==> src/rtl/core_ctrl_if.sv <==
// Memory request handshake between the core control FSM
// and the unified memory port.
interface core_ctrl_if;
  logic mem_req;
  logic mem_we;
  logic addr_sel;
  logic mem_ack;

  modport master (
    output mem_req,
    output mem_we,
    output addr_sel,
    input  mem_ack
  );

  modport slave (
    input  mem_req,
    input  mem_we,
    input  addr_sel,
    output mem_ack
  );
endinterface

==> src/rtl/core_ctrl.sv <==
// Multi-cycle RV32I control FSM: sequences fetch/decode/exec/mem/wb,
// drives datapath strobes and counts retired instructions.
module core_ctrl #(
  parameter int CNT_W = 32
) (
  input  logic             clk,
  input  logic             rst_n,
  core_ctrl_if.master      mem,
  input  logic [3:0]       inst_type,
  input  logic [4:0]       rd,
  input  logic             branch_taken,
  output logic             ir_we,
  output logic             alu_a_sel,
  output logic             alu_b_sel,
  output logic             reg_we,
  output logic [1:0]       wb_sel,
  output logic             pc_we,
  output logic [1:0]       pc_sel,
  output logic             trap,
  output logic [2:0]       state,
  output logic [CNT_W-1:0] instret
);

  typedef enum logic [2:0] {
    S_FETCH  = 3'd0,
    S_DECODE = 3'd1,
    S_EXEC   = 3'd2,
    S_MEM    = 3'd3,
    S_WB     = 3'd4,
    S_TRAP   = 3'd5
  } st_e;

  localparam logic [3:0] T_LOAD  = 4'd0;
  localparam logic [3:0] T_IMM   = 4'd1;
  localparam logic [3:0] T_STORE = 4'd2;
  localparam logic [3:0] T_REG   = 4'd3;
  localparam logic [3:0] T_LUI   = 4'd4;
  localparam logic [3:0] T_AUIPC = 4'd5;
  localparam logic [3:0] T_BR    = 4'd6;
  localparam logic [3:0] T_JALR  = 4'd7;
  localparam logic [3:0] T_JAL   = 4'd8;

  st_e              state_q, state_d;
  logic [CNT_W-1:0] instret_q, instret_d;

  // State and retire counter registers, synchronous reset.
  always_ff @(posedge clk) begin
    if (!rst_n) begin
      state_q   <= S_FETCH;
      instret_q <= '0;
    end else begin
      state_q   <= state_d;
      instret_q <= instret_d;
    end
  end

  // Next state and per-state datapath strobes; reset masks strobes.
  always_comb begin
    state_d      = state_q;
    mem.mem_req  = 1'b0;
    mem.mem_we   = 1'b0;
    mem.addr_sel = 1'b0;
    ir_we        = 1'b0;
    alu_a_sel    = 1'b0;
    alu_b_sel    = 1'b0;
    reg_we       = 1'b0;
    wb_sel       = 2'd0;
    pc_we        = 1'b0;
    pc_sel       = 2'd0;
    unique case (state_q)
      S_FETCH: begin
        mem.mem_req = 1'b1;
        if (mem.mem_ack) begin
          ir_we   = 1'b1;
          state_d = S_DECODE;
        end
      end
      S_DECODE: begin
        state_d = (inst_type > T_JAL) ? S_TRAP : S_EXEC;
      end
      S_EXEC: begin
        state_d = S_WB;
        unique case (inst_type)
          T_REG: begin
            alu_b_sel = 1'b0;
          end
          T_BR: begin
            pc_we   = 1'b1;
            pc_sel  = branch_taken ? 2'd1 : 2'd0;
            state_d = S_FETCH;
          end
          T_AUIPC, T_JAL: begin
            alu_a_sel = 1'b1;
            alu_b_sel = 1'b1;
          end
          T_LOAD, T_STORE: begin
            alu_b_sel = 1'b1;
            state_d   = S_MEM;
          end
          default: begin
            alu_b_sel = 1'b1;
          end
        endcase
      end
      S_MEM: begin
        mem.mem_req  = 1'b1;
        mem.addr_sel = 1'b1;
        mem.mem_we   = (inst_type == T_STORE);
        if (mem.mem_ack) begin
          if (inst_type == T_STORE) begin
            pc_we   = 1'b1;
            state_d = S_FETCH;
          end else begin
            state_d = S_WB;
          end
        end
      end
      S_WB: begin
        reg_we  = (rd != 5'd0);
        pc_we   = 1'b1;
        state_d = S_FETCH;
        unique case (inst_type)
          T_LOAD:  wb_sel = 2'd1;
          T_LUI:   wb_sel = 2'd3;
          T_JAL: begin
            wb_sel = 2'd2;
            pc_sel = 2'd1;
          end
          T_JALR: begin
            wb_sel = 2'd2;
            pc_sel = 2'd2;
          end
          default: wb_sel = 2'd0;
        endcase
      end
      S_TRAP: begin
        state_d = S_TRAP;
      end
      default: begin
        state_d = S_FETCH;
      end
    endcase
    if (!rst_n) begin
      mem.mem_req  = 1'b0;
      mem.mem_we   = 1'b0;
      mem.addr_sel = 1'b0;
      ir_we        = 1'b0;
      alu_a_sel    = 1'b0;
      alu_b_sel    = 1'b0;
      reg_we       = 1'b0;
      wb_sel       = 2'd0;
      pc_we        = 1'b0;
      pc_sel       = 2'd0;
    end
  end

  // One retirement per PC write; wraps naturally.
  always_comb begin
    instret_d = instret_q;
    if (pc_we) instret_d = instret_q + CNT_W'(1);
  end

  assign trap    = (state_q == S_TRAP);
  assign state   = state_q;
  assign instret = instret_q;

endmodule

==> src/flat_wrapper.sv <==
// flat-port wrapper written by rule: the top's interface ports become plain ports
module core_ctrl_flat 
#(
  parameter int CNT_W = 32
)
  (clk, rst_n, inst_type, rd, branch_taken, ir_we, alu_a_sel, alu_b_sel, reg_we, wb_sel, pc_we, pc_sel, trap, state, instret, mem_mem_req, mem_mem_we, mem_addr_sel, mem_mem_ack);
  core_ctrl_if mem_i ();
  input  logic clk;
  input  logic rst_n;
  input  logic [3:0] inst_type;
  input  logic [4:0] rd;
  input  logic branch_taken;
  output logic ir_we;
  output logic alu_a_sel;
  output logic alu_b_sel;
  output logic reg_we;
  output logic [1:0] wb_sel;
  output logic pc_we;
  output logic [1:0] pc_sel;
  output logic trap;
  output logic [2:0] state;
  output logic [CNT_W-1:0] instret;
  output wire logic [$bits(mem_i.mem_req)-1:0] mem_mem_req;
  output wire logic [$bits(mem_i.mem_we)-1:0] mem_mem_we;
  output wire logic [$bits(mem_i.addr_sel)-1:0] mem_addr_sel;
  input wire logic [$bits(mem_i.mem_ack)-1:0] mem_mem_ack;
  assign mem_mem_req = mem_i.mem_req;
  assign mem_mem_we = mem_i.mem_we;
  assign mem_addr_sel = mem_i.addr_sel;
  assign mem_i.mem_ack = mem_mem_ack;
  core_ctrl #(.CNT_W(CNT_W)) u_core (.clk(clk), .rst_n(rst_n), .mem(mem_i), .inst_type(inst_type), .rd(rd), .branch_taken(branch_taken), .ir_we(ir_we), .alu_a_sel(alu_a_sel), .alu_b_sel(alu_b_sel), .reg_we(reg_we), .wb_sel(wb_sel), .pc_we(pc_we), .pc_sel(pc_sel), .trap(trap), .state(state), .instret(instret));
endmodule
==> config.mk <==
export PLATFORM = sky130hd
export DESIGN_NAME = core_ctrl_flat
export DESIGN_NICKNAME = d
export VERILOG_FILES = /design/src/rtl/core_ctrl_if.sv /design/src/rtl/core_ctrl.sv /design/src/flat_wrapper.sv
export SDC_FILE = /design/constraint.sdc
export NUM_CORES = 1
export LEC_CHECK = 0
export BUFFER_PORTS_ARGS = -buffer_cell sky130_fd_sc_hd__buf_2
export CORE_AREA = 2 2 54 93
export CTS_CLUSTER_DIAMETER = 50
export CTS_CLUSTER_SIZE = 25
export DETAILED_ROUTE_END_ITERATION = 8
export DIE_AREA = 0 0 56 95
export GPL_TIMING_DRIVEN = 0
export PLACE_DENSITY = 0.73
export SLEW_MARGIN = 20
export SYNTH_ARGS = -nofsm -noshare
export SYNTH_HDL_FRONTEND = slang
export SYNTH_SLANG_ARGS = --single-unit
export TNS_END_PERCENT = 30
==> constraint.sdc <==
create_clock -name clk -period 2 [get_ports clk]
set_input_delay 0.1 -clock clk [delete_from_list [all_inputs] [get_ports clk]]
set_output_delay 0.1 -clock clk [all_outputs]
set_load 0.01 [all_outputs]
==> implementation parameters, run 1 <==
Parameter                              Value

Status
  Result of the run    finished, violations left
  Violated checks    negative setup slack

Critical path
  Critical Path Stages    7
  Worst reg2reg path depth    7
  Setup crit end kind    flop
  Data arrival time of the critical path    2270 ps
  Largest delay contributor family on the critical path    simple AND/OR/NAND/NOR gates
  Critical path startpoint category    flop
  Most prevalent standard cell on the critical path    sky130_fd_sc_hd__buf_6
  Cell at the slowest stage of the critical path    sky130_fd_sc_hd__or4_4
  Crit path buffers/inverters    2
  Critical path required time    2230 ps
  Critical path type    reg2reg
  Largest fanout on the critical path    10
  Ordered cell list for the critical path    buf_6 -> or3b_4 -> o21ai_4 -> buf_6 -> o2111ai_4 -> or4_4 -> a21oi_2
  Max stage delay on crit path    550 ps

Finish
  Share of the core filled with cells in the final layout    0.585
  Synthesis-to-layout area growth    34.2%
  Final Non-Filler Cells    383
  Number of antenna cells inserted    0
  Number of nets in the layout    345
  Filler cell count in the final layout    431
  Share of final-layout standard cells stronger than drive strength 1    0.363

Synth
  Distinct cell type count after synthesis    44
  Cell accounting for the most synthesized area    sky130_fd_sc_hd__dfxtp_1
  Cells after Synth    251
  Number of storage elements in the synthesis netlist    35
  Synth area leaders    sky130_fd_sc_hd__dfxtp_1 (35%), sky130_fd_sc_hd__a21oi_1 (6.0%), sky130_fd_sc_hd__nor2_1 (4.1%)
  XOR/XNOR share of the synthesized area    0.0521
  Top cells by count, synth    sky130_fd_sc_hd__dfxtp_1 (35), sky130_fd_sc_hd__a21oi_1 (24), sky130_fd_sc_hd__nor2_1 (22), sky130_fd_sc_hd__nand2_1 (14), sky130_fd_sc_hd__o21ai_0 (14)
  Sequential share of the synthesized area    0.347
  Portion of synthesized cell area occupied by the leading cell type    0.347
  Synth Area in Simple Gates    0.321
  Multiplexer area fraction after synthesis    0.0149
  Most frequently used cell type in the post-synthesis netlist    sky130_fd_sc_hd__dfxtp_1
  Count of flip-flops with a built-in enable after synthesis    0
  Dominant combinational cell family by area after synthesis    simple AND/OR/NAND/NOR gates
  Post-Synthesis Cell Area    2020 µm²
  Most frequently used flop master after synthesis    sky130_fd_sc_hd__dfxtp_1
  Share of synthesized registers carrying an async set or reset    0
  Net Count, Synth    265
  Share of the synthesized area in compound gates (AO/OA/AOI/OAI)    0.197
  Syn_area_per_cell    8.04 µm²
  Yosys warns    0
  Area share of fa/ha/maj cells after synthesis    0.00620

Job
  Total of max-cap violations    0

Floorplanning
  Floorplan die height    95 µm
  Number of rows created at floorplan    33
  Initial cell density of the core    0.436
  Area of the core    4620 µm²
  Die Area    5320 µm²
  Number of ports placed on the die boundary    61
  Die X-Extent    56 µm

Pwr
  Pwr dens    514 nW/µm²
  Leakage power total    1.11 nW
  IR Drop Worst-Case VDD    494 µV

Clock tree
  CTS Root Buffer Type    sky130_fd_sc_hd__clkbuf_8
  Clock-pin slew on the worst setup and hold paths    70 ps
  Clk buf depth    2
  Level count of the clock H-tree    2
  Clock insertion delay at the later pin of the skew report    290 ps
  CTS tree    built
  Clock buffer count from CTS    5
  # hold bufs at CTS    0
  Clock net sink count    35

Min path
  Worst hold stages    3
  Hold/Removal Path Class    in2reg

Placement
  Number of instances in the placed design    362
  Detailed Place HPWL    3.96 mm
  Port buffer count    59
  Routability congestion estimate    0.855

Timing
  Setup repair after global routing missed its margin    true
  Final Slew Violations    0
  Max transition margin    0.625
  Final Hold Fails    0
  Final setup fails    4
  Final min period    2040 ps
  Peak Freq    0.490 GHz
  Period utilization    1.02
  Largest clock skew in the final design    6.38 ps
  Final WS setup    -41.2 ps
  Pin slew with the least headroom to its limit    562 ps

GRT
  Antenna violations before repair    0
  Aggregate global routing overflow    0
  Total routing resource utilization after global routing    0.220
  Pin count of the biggest net entering global routing    11
  First-pass GRT wire length    9.45 mm
  Vias in the first global route    2100

Route
  Final wirelength    5.82 mm
  Routed length per placed instance    15.2 µm
  Drt first pass iters    4
  Detailed-route DRC error count    0
  DRT antenna net count    0
  Initial drt markers    118
  Vias after detailed routing    2210
  Vias per cell    5.77
final cells by class:
cell class / count / area (µm²) / area share
Buffer: 14 / 104 / 0.0384
Clock buffer: 6 / 82.6 / 0.0305
Clock inverter: 1 / 5.00 / 0.00185
Inverter: 10 / 37.5 / 0.0139
Multi-Input combinational cell: 192 / 1310 / 0.483
Sequential cell: 35 / 708 / 0.262
Tap cell: 52 / 65.1 / 0.0240
Timing Repair Buffer: 73 / 398 / 0.147
power by group:
group / internal [W] / switching [W]
clock network: 0.000270 / 0.000257
logic: 0.0000643 / 0.0000867
registers: 0.000703 / 0.00000927
path summary, 6_finish.rpt:
path | start | to | slack, ps
setup reg to reg | u_core.state[2] | u_core.instret[24] | -40
hold reg to reg | u_core.instret[31] | u_core.instret[31] | 510
hold / removal | rst_n | u_core.state[1] | 170
setup / recovery | u_core.state[2] | u_core.instret[24] | -40
metrics by stage:
stage	setup slack [ps]	hold WS (ps)	TNS (ps)	area, µm²	power (W)
final	-41.2	170	-81.4	2710	0.00139
after detailed placement	-244	477	-2840	2380	0.000866
after global placement	-244	470	-2540	2380	0.000863
after global routing	-131	179	-1200	2710	0.00144
after CTS	-6.24	174	-6.24	2580	0.00139
after floorplan	5.98	254	0	2020	0.000819
worst min-delay path: cells and delay by family:
| family | cells | cell delay [ps] |
|---|---|---|
| compound gates | 1 | 60 |
| buf+inv | 1 | 120 |
| simple gates | 1 | 130 |
per-layer routing:
metal	share of wire	track usage	wire length, µm	vias to the layer above
met5	0	0	0	-
met4	0.031	0.109	180	0
met3	0.045	0.0370	263	17
met2	0.53	0.405	3090	71
met1	0.39	0.238	2290	1045
li1	-	-	-	1077
flip-flops by register name (all words and copies together) (netlist names):
name,flops
u_core.state,3
u_core.instret,32
cells in the final DEF (no fill, tap or decap), types with 2 or more instances in the layout:
cell | Yosys | layout
sky130_fd_sc_hd__mux2i_1 | 3 | 3
sky130_fd_sc_hd__clkbuf_8 | 0 | 6
sky130_fd_sc_hd__or4_1 | 7 | 5
sky130_fd_sc_hd__o31ai_2 | 0 | 2
sky130_fd_sc_hd__o21ai_0 | 14 | 10
sky130_fd_sc_hd__nor2_1 | 22 | 22
sky130_fd_sc_hd__o211ai_1 | 7 | 7
sky130_fd_sc_hd__nand3_1 | 7 | 7
sky130_fd_sc_hd__buf_4 | 2 | 15
sky130_fd_sc_hd__nor4_1 | 5 | 2
sky130_fd_sc_hd__clkbuf_1 | 6 | 5
sky130_fd_sc_hd__a21oi_1 | 24 | 20
sky130_fd_sc_hd__o2111ai_1 | 2 | 2
sky130_fd_sc_hd__o21ai_2 | 2 | 2
sky130_fd_sc_hd__nand2b_1 | 5 | 5
sky130_fd_sc_hd__buf_6 | 3 | 4
sky130_fd_sc_hd__or3_1 | 13 | 11
sky130_fd_sc_hd__nor4_2 | 0 | 2
sky130_fd_sc_hd__xnor2_1 | 5 | 5
sky130_fd_sc_hd__nor3_1 | 9 | 8
sky130_fd_sc_hd__nor3b_1 | 2 | 2
sky130_fd_sc_hd__buf_2 | 3 | 62
sky130_fd_sc_hd__nor2b_1 | 2 | 2
sky130_fd_sc_hd__and3_1 | 4 | 4
sky130_fd_sc_hd__or4_4 | 0 | 2
sky130_fd_sc_hd__and2_1 | 3 | 3
sky130_fd_sc_hd__or3_4 | 0 | 2
sky130_fd_sc_hd__and3b_1 | 2 | 2
sky130_fd_sc_hd__dfxtp_2 | 0 | 6
sky130_fd_sc_hd__a21oi_2 | 0 | 4
sky130_fd_sc_hd__inv_1 | 10 | 10
sky130_fd_sc_hd__nand2_1 | 14 | 14
sky130_fd_sc_hd__o31ai_1 | 6 | 3
sky130_fd_sc_hd__dfxtp_1 | 35 | 29
sky130_fd_sc_hd__o21ai_1 | 0 | 3
sky130_fd_sc_hd__nand4_1 | 9 | 9
sky130_fd_sc_hd__xor2_1 | 7 | 7
cells by family after synthesis:
kind of cell,Yosys count
AND/OR/NAND/NOR,114
buffers and inverters,24
flip-flops,35
adder cells (fa/ha/maj),1
AO/OA/AOI/OAI,62
XOR/XNOR,12
multiplexers,3
what timing repair did:
action                     4_1_cts  5_1_grt
buffers inserted                 6        7
setup endpoints to repair       19       22
resized for setup               18       23
gates cloned                     1        0
pin swaps                        6       15
Power figures use the tool's default switching activity.
==> inputs of run 2 (changes only) <==
BUFFER_PORTS_ARGS = -buffer_cell sky130_fd_sc_hd__buf_4   (was -buffer_cell sky130_fd_sc_hd__buf_2)
==> implementation parameters, run 2 (synthesis results as in run 1) <==
Parameter                              Value

Status
  Result of the run    finished clean

Route
  Vias per cell    5.77
  Routed length per placed instance    14.7 µm
  Initial drt markers    73
  Detailed-route DRC error count    0
  Vias after detailed routing    2209
  Final wirelength    5.62 mm
  DRT antenna net count    0
  Drt first pass iters    4

Min path
  Hold/Removal Path Class    in2reg

Floorplanning
  Die Area    5320 µm²
  Floorplan die height    95 µm
  Die X-Extent    56 µm
  Number of rows created at floorplan    33
  Number of ports placed on the die boundary    61
  Area of the core    4620 µm²
  Initial cell density of the core    0.436

GRT
  Aggregate global routing overflow    0
  Antenna violations before repair    0
  Vias in the first global route    2090
  Most crowded layer after global routing    met2
  First-pass GRT wire length    9.26 mm
  Total routing resource utilization after global routing    0.216
  Met1 demand-to-capacity share in global routing    0.214
  Met3 demand-to-capacity share in global routing    0.0315
  Pin count of the biggest net entering global routing    11
  Met2 Use GR    0.410

Critical path
  Critical path type    reg2reg
  Largest fanout on the critical path    6
  Setup crit end kind    flop
  Critical path required time    2220 ps
  Critical path startpoint category    flop
  Data arrival time of the critical path    2150 ps

Finish
  Area used by multi-input combinational logic    1270 µm²
  Filler cell count in the final layout    425
  Most common library cell in the layout ignoring fill and taps    sky130_fd_sc_hd__buf_4
  Register area    714 µm²
  Number of antenna cells inserted    0
  Share of the core filled with cells in the final layout    0.610
  Synthesis-to-layout area growth    39.7%
  Share of final-layout standard cells stronger than drive strength 1    0.338
  Flip-flop count of the largest register, all copies and words added    32
  Top library cells by usage in the layout, fill and taps aside    sky130_fd_sc_hd__buf_4 (76), sky130_fd_sc_hd__dfxtp_1 (28), sky130_fd_sc_hd__nor2_1 (22), sky130_fd_sc_hd__a21oi_1 (22), sky130_fd_sc_hd__nand2_1 (14)
  Number of nets in the layout    345

Clock tree
  Clock buffer count from CTS    5
  Clock-pin slew on the worst setup and hold paths    70 ps
  # hold bufs at CTS    0
  CTS Root Buffer Type    sky130_fd_sc_hd__clkbuf_8
  Clock net sink count    35
  CTS tree    built
  Clk buf depth    2
  Level count of the clock H-tree    2
  Clock insertion delay at the later pin of the skew report    290 ps

Timing
  Final min period    1940 ps
  Final Hold Fails    0
  Peak Freq    0.517 GHz
  Period utilization    0.968
  Max transition margin    0.638
  Final Slew Violations    0
  Final setup fails    0
  Largest clock skew in the final design    5.99 ps
  Final total negative setup slack    0 ps
  Pin slew with the least headroom to its limit    544 ps
  Smallest hold slack    154 ps

Pwr
  Final Total Pwr    0.00139 W
  Pwr dens    492 nW/µm²
  Leakage power total    1.12 nW
  IR Drop Worst-Case VDD    374 µV

Placement
  Detailed Place HPWL    4.03 mm
  Routability congestion estimate    0.821
  Port buffer count    59

Job
  Total of max-cap violations    0
-- run 2: cell types whose count changed in the layout (fill, tap and decap cells not counted), sizes merged --
cell	change
buf	-1
clkbuf	+1
-- run 2: power breakdown --
part           leakage [nW]  switching [W]  internal, W  total, W
clock network        0.0470       0.000248     0.000270  0.000518
registers             0.286      0.0000125     0.000701  0.000714
logic                 0.782      0.0000822    0.0000726  0.000155
-- run 2: what timing repair did --
item / CTS / global route
setup endpoints to repair: 19 / 21
gates cloned: 1 / 0
buffers inserted: 12 / 3
gates resized for setup: 14 / 17
pin swaps: 11 / 12
-- run 2: worst paths after layout --
| path | from | to | slack (ps) | cells past startpoint |
|---|---|---|---|---|
| worst max-delay path | u_core.state[1] | u_core.instret[24] | 60 | 6 |
| worst max register to register | u_core.state[1] | u_core.instret[24] | 60 | 6 |
| worst min-delay path | mem_mem_ack | u_core.state[1] | 150 | 4 |
| worst min register to register | u_core.instret[31] | u_core.instret[31] | 490 | 2 |
-- run 2: metrics by stage --
step	cell area (µm²)	instances	setup WS, ps
after detailed placement	2530	362	-300
after global placement	2530	362	-268
after floorplan	2020	251	5.98
after global routing	2820	383	-7.01
final	2820	383	64.3
after CTS	2760	382	-5.43
-- run 2: per-layer routing --
metal  vias to the layer above  routed length (µm)
met1                      1018                2150
met3                        18                 276
met2                        88                2970
li1                       1085                   -
met4                         0                 230
met5                         -                   0
-- run 2: layout make-up --
cell class,instances,share of cell area
inverter,10,0.0133
clock buffer,6,0.0293
tap,52,0.0231
multi-input combinational,192,0.450
sequential,35,0.253
buffer,12,0.0275
clock inverter,1,0.00177
timing repair buffer,75,0.202
-- run 2: critical path, cell delays in order, from the launching register on --
cell                        delay [ps]
sky130_fd_sc_hd__dfxtp_2           390
sky130_fd_sc_hd__or3b_4            410
sky130_fd_sc_hd__o21ai_4           140
sky130_fd_sc_hd__buf_6             140
sky130_fd_sc_hd__o2111ai_4         130
sky130_fd_sc_hd__or4_1             530
sky130_fd_sc_hd__a21oi_1           130
==> inputs of run 3 (changes only) <==
RECOVER_POWER = 100   (was default)
SETUP_SLACK_MARGIN = 0.05   (was default)
==> implementation parameters, run 3 (synthesis results as in run 1) <==
Parameter                              Value

Timing
  Final Hold Fails    0
  Final setup fails    0
  Period utilization    0.985
  Final Slew Violations    0
  Max transition margin    0.618
  Pin slew with the least headroom to its limit    574 ps
  Largest clock skew in the final design    3.62 ps
  Peak Freq    0.508 GHz
  Setup repair after global routing missed its margin    true
  Final min period    1970 ps
  Final WS setup    31.0 ps

GRT
  Aggregate global routing overflow    0
  Vias in the first global route    1915
  Met1 demand-to-capacity share in global routing    0.212
  Met2 Use GR    0.404
  First-pass GRT wire length    8.84 mm
  Pin count of the biggest net entering global routing    12
  Most crowded layer after global routing    met2
  Antenna violations before repair    0
  Met3 demand-to-capacity share in global routing    0.0356
  Total routing resource utilization after global routing    0.210

Finish
  Share of final-layout standard cells stronger than drive strength 1    0.249
  Filler cell count in the final layout    456
  Share of the core filled with cells in the final layout    0.589
  Top library cells by usage in the layout, fill and taps aside    sky130_fd_sc_hd__clkbuf_1 (40), sky130_fd_sc_hd__buf_4 (37), sky130_fd_sc_hd__dfxtp_1 (30), sky130_fd_sc_hd__nor2_1 (22), sky130_fd_sc_hd__a21oi_1 (21)
  Synthesis-to-layout area growth    34.9%
  Area used by multi-input combinational logic    1280 µm²
  Flip-flop count of the largest register, all copies and words added    32
  Register area    712 µm²
  Number of nets in the layout    346
  Number of antenna cells inserted    0
  Most common library cell in the layout ignoring fill and taps    sky130_fd_sc_hd__clkbuf_1
  Final Non-Filler Cells    385

Clock tree
  Clock buffer count from CTS    5
  Clock net sink count    35
  Clock insertion delay at the later pin of the skew report    290 ps
  Clock-pin slew on the worst setup and hold paths    70 ps
  Level count of the clock H-tree    2
  # hold bufs at CTS    0
  CTS Root Buffer Type    sky130_fd_sc_hd__clkbuf_8
  CTS tree    built
  Clk buf depth    2

Route
  Final wirelength    5.81 mm
  Vias after detailed routing    2250
  DRT antenna net count    0
  Drt first pass iters    4
  Routed length per placed instance    15.1 µm
  Initial drt markers    58
  Detailed-route DRC error count    0
  Vias per cell    5.84

Critical path
  Startpoint of the worst register-to-register path    u_core.state[1]
  Cell at the slowest stage of the critical path    sky130_fd_sc_hd__or3b_4
  Max stage delay on crit path    390 ps
  Critical path startpoint category    flop
  Setup crit end kind    flop
  Largest fanout on the critical path    6
  Ordered cell list for the critical path    buf_6 -> or3b_4 -> o21ai_4 -> buf_6 -> o2111ai_4 -> clkbuf_2 -> or3_4 -> a21oi_2
  Critical path required time    2220 ps
  Most prevalent standard cell on the critical path    sky130_fd_sc_hd__buf_6
  Data arrival time of the critical path    2190 ps
  Critical path type    reg2reg
  Beginning of the critical path    u_core.state[1]

Job
  Total of max-cap violations    0

Pwr
  Leakage power total    0.981 nW
  Pwr dens    527 nW/µm²
  IR Drop Worst-Case VDD    410 µV

Floorplanning
  Die Area    5320 µm²
  Area of the core    4620 µm²
  Die X-Extent    56 µm
  Floorplan die height    95 µm
  Initial cell density of the core    0.436
  Number of rows created at floorplan    33
  Number of ports placed on the die boundary    61

Placement
  Number of instances in the placed design    362
  Routability congestion estimate    0.805
  Detailed Place HPWL    4.07 mm
  Port buffer count    59
  Post-placement setup slack    -256 ps

Min path
  Hold wc startpoint    mem_mem_ack
  Hold/Removal Path Class    in2reg

Status
  Result of the run    finished clean
-- run 3: cell count changes in the layout (fill, tap and decap cells not counted), moves of 2 or more --
cell	change
sky130_fd_sc_hd__o31ai_2	+2
sky130_fd_sc_hd__buf_6	+2
sky130_fd_sc_hd__clkbuf_4	+3
sky130_fd_sc_hd__clkbuf_1	+35
sky130_fd_sc_hd__dfxtp_2	-2
sky130_fd_sc_hd__dfxtp_1	+2
sky130_fd_sc_hd__buf_4	-39
sky130_fd_sc_hd__clkbuf_2	+2
sky130_fd_sc_hd__and2_1	-2
-- run 3: metal layers --
layer | wire length (µm) | share of wire | vias to the layer above
met3 | 297 | 0.051 | 12
li1 | - | - | 1082
met1 | 2160 | 0.37 | 1058
met2 | 3200 | 0.55 | 98
met4 | 155 | 0.027 | 0
met5 | 0 | 0 | -
-- run 3: critical path, delay by kind of cell (launching register included) --
kind | cells | cell delay [ps]
DFF | 1 | 340
and+or+nand+nor | 2 | 730
AOI/OAI and AO/OA | 3 | 390
buffers and inverters | 3 | 440
-- run 3: through the flow --
stage	hold WS (ps)	area, µm²	power (W)	setup TNS [ps]
after CTS	137	2740	0.00145	-23.9
after detailed placement	443	2530	0.000880	-3120
final	148	2720	0.00143	0
after floorplan	254	2020	0.000820	0
after global placement	446	2530	0.000878	-2660
after global routing	156	2720	0.00148	-274
-- run 3: layout make-up --
| class | count | share of cell area |
|---|---|---|
| Multi-Input combinational cell | 192 | 0.472 |
| Sequential cell | 35 | 0.261 |
| Timing Repair Buffer | 75 | 0.158 |
| Clock buffer | 8 | 0.0368 |
| Buffer | 13 | 0.0340 |
| Tap cell | 52 | 0.0239 |
| Inverter | 10 | 0.0138 |
-- run 3: timing repair --
item | CTS | global route
setup buffers | 9 | 7
gates resized for setup | 16 | 27
endpoints found under the hold margin | 0 | 0
pin swaps | 15 | 15
endpoints found under the setup margin | 20 | 23
-- run 3: where the power goes --
group	total (W)	switching [W]	leakage, nW	internal, W
logic	0.000157	0.0000859	0.644	0.0000708
registers	0.000712	0.0000110	0.285	0.000701
clock network	0.000565	0.000251	0.0515	0.000314
-- run 3: path summary, 6_finish.rpt --
| check | to | slack (ps) | cells after the start |
|---|---|---|---|
| worst max-delay path | u_core.instret[20] | 30 | 8 |
| worst min-delay path | u_core.state[1] | 150 | 4 |
| worst max register to register | u_core.instret[20] | 30 | 8 |
| worst min register to register | u_core.instret[26] | 500 | 2 |
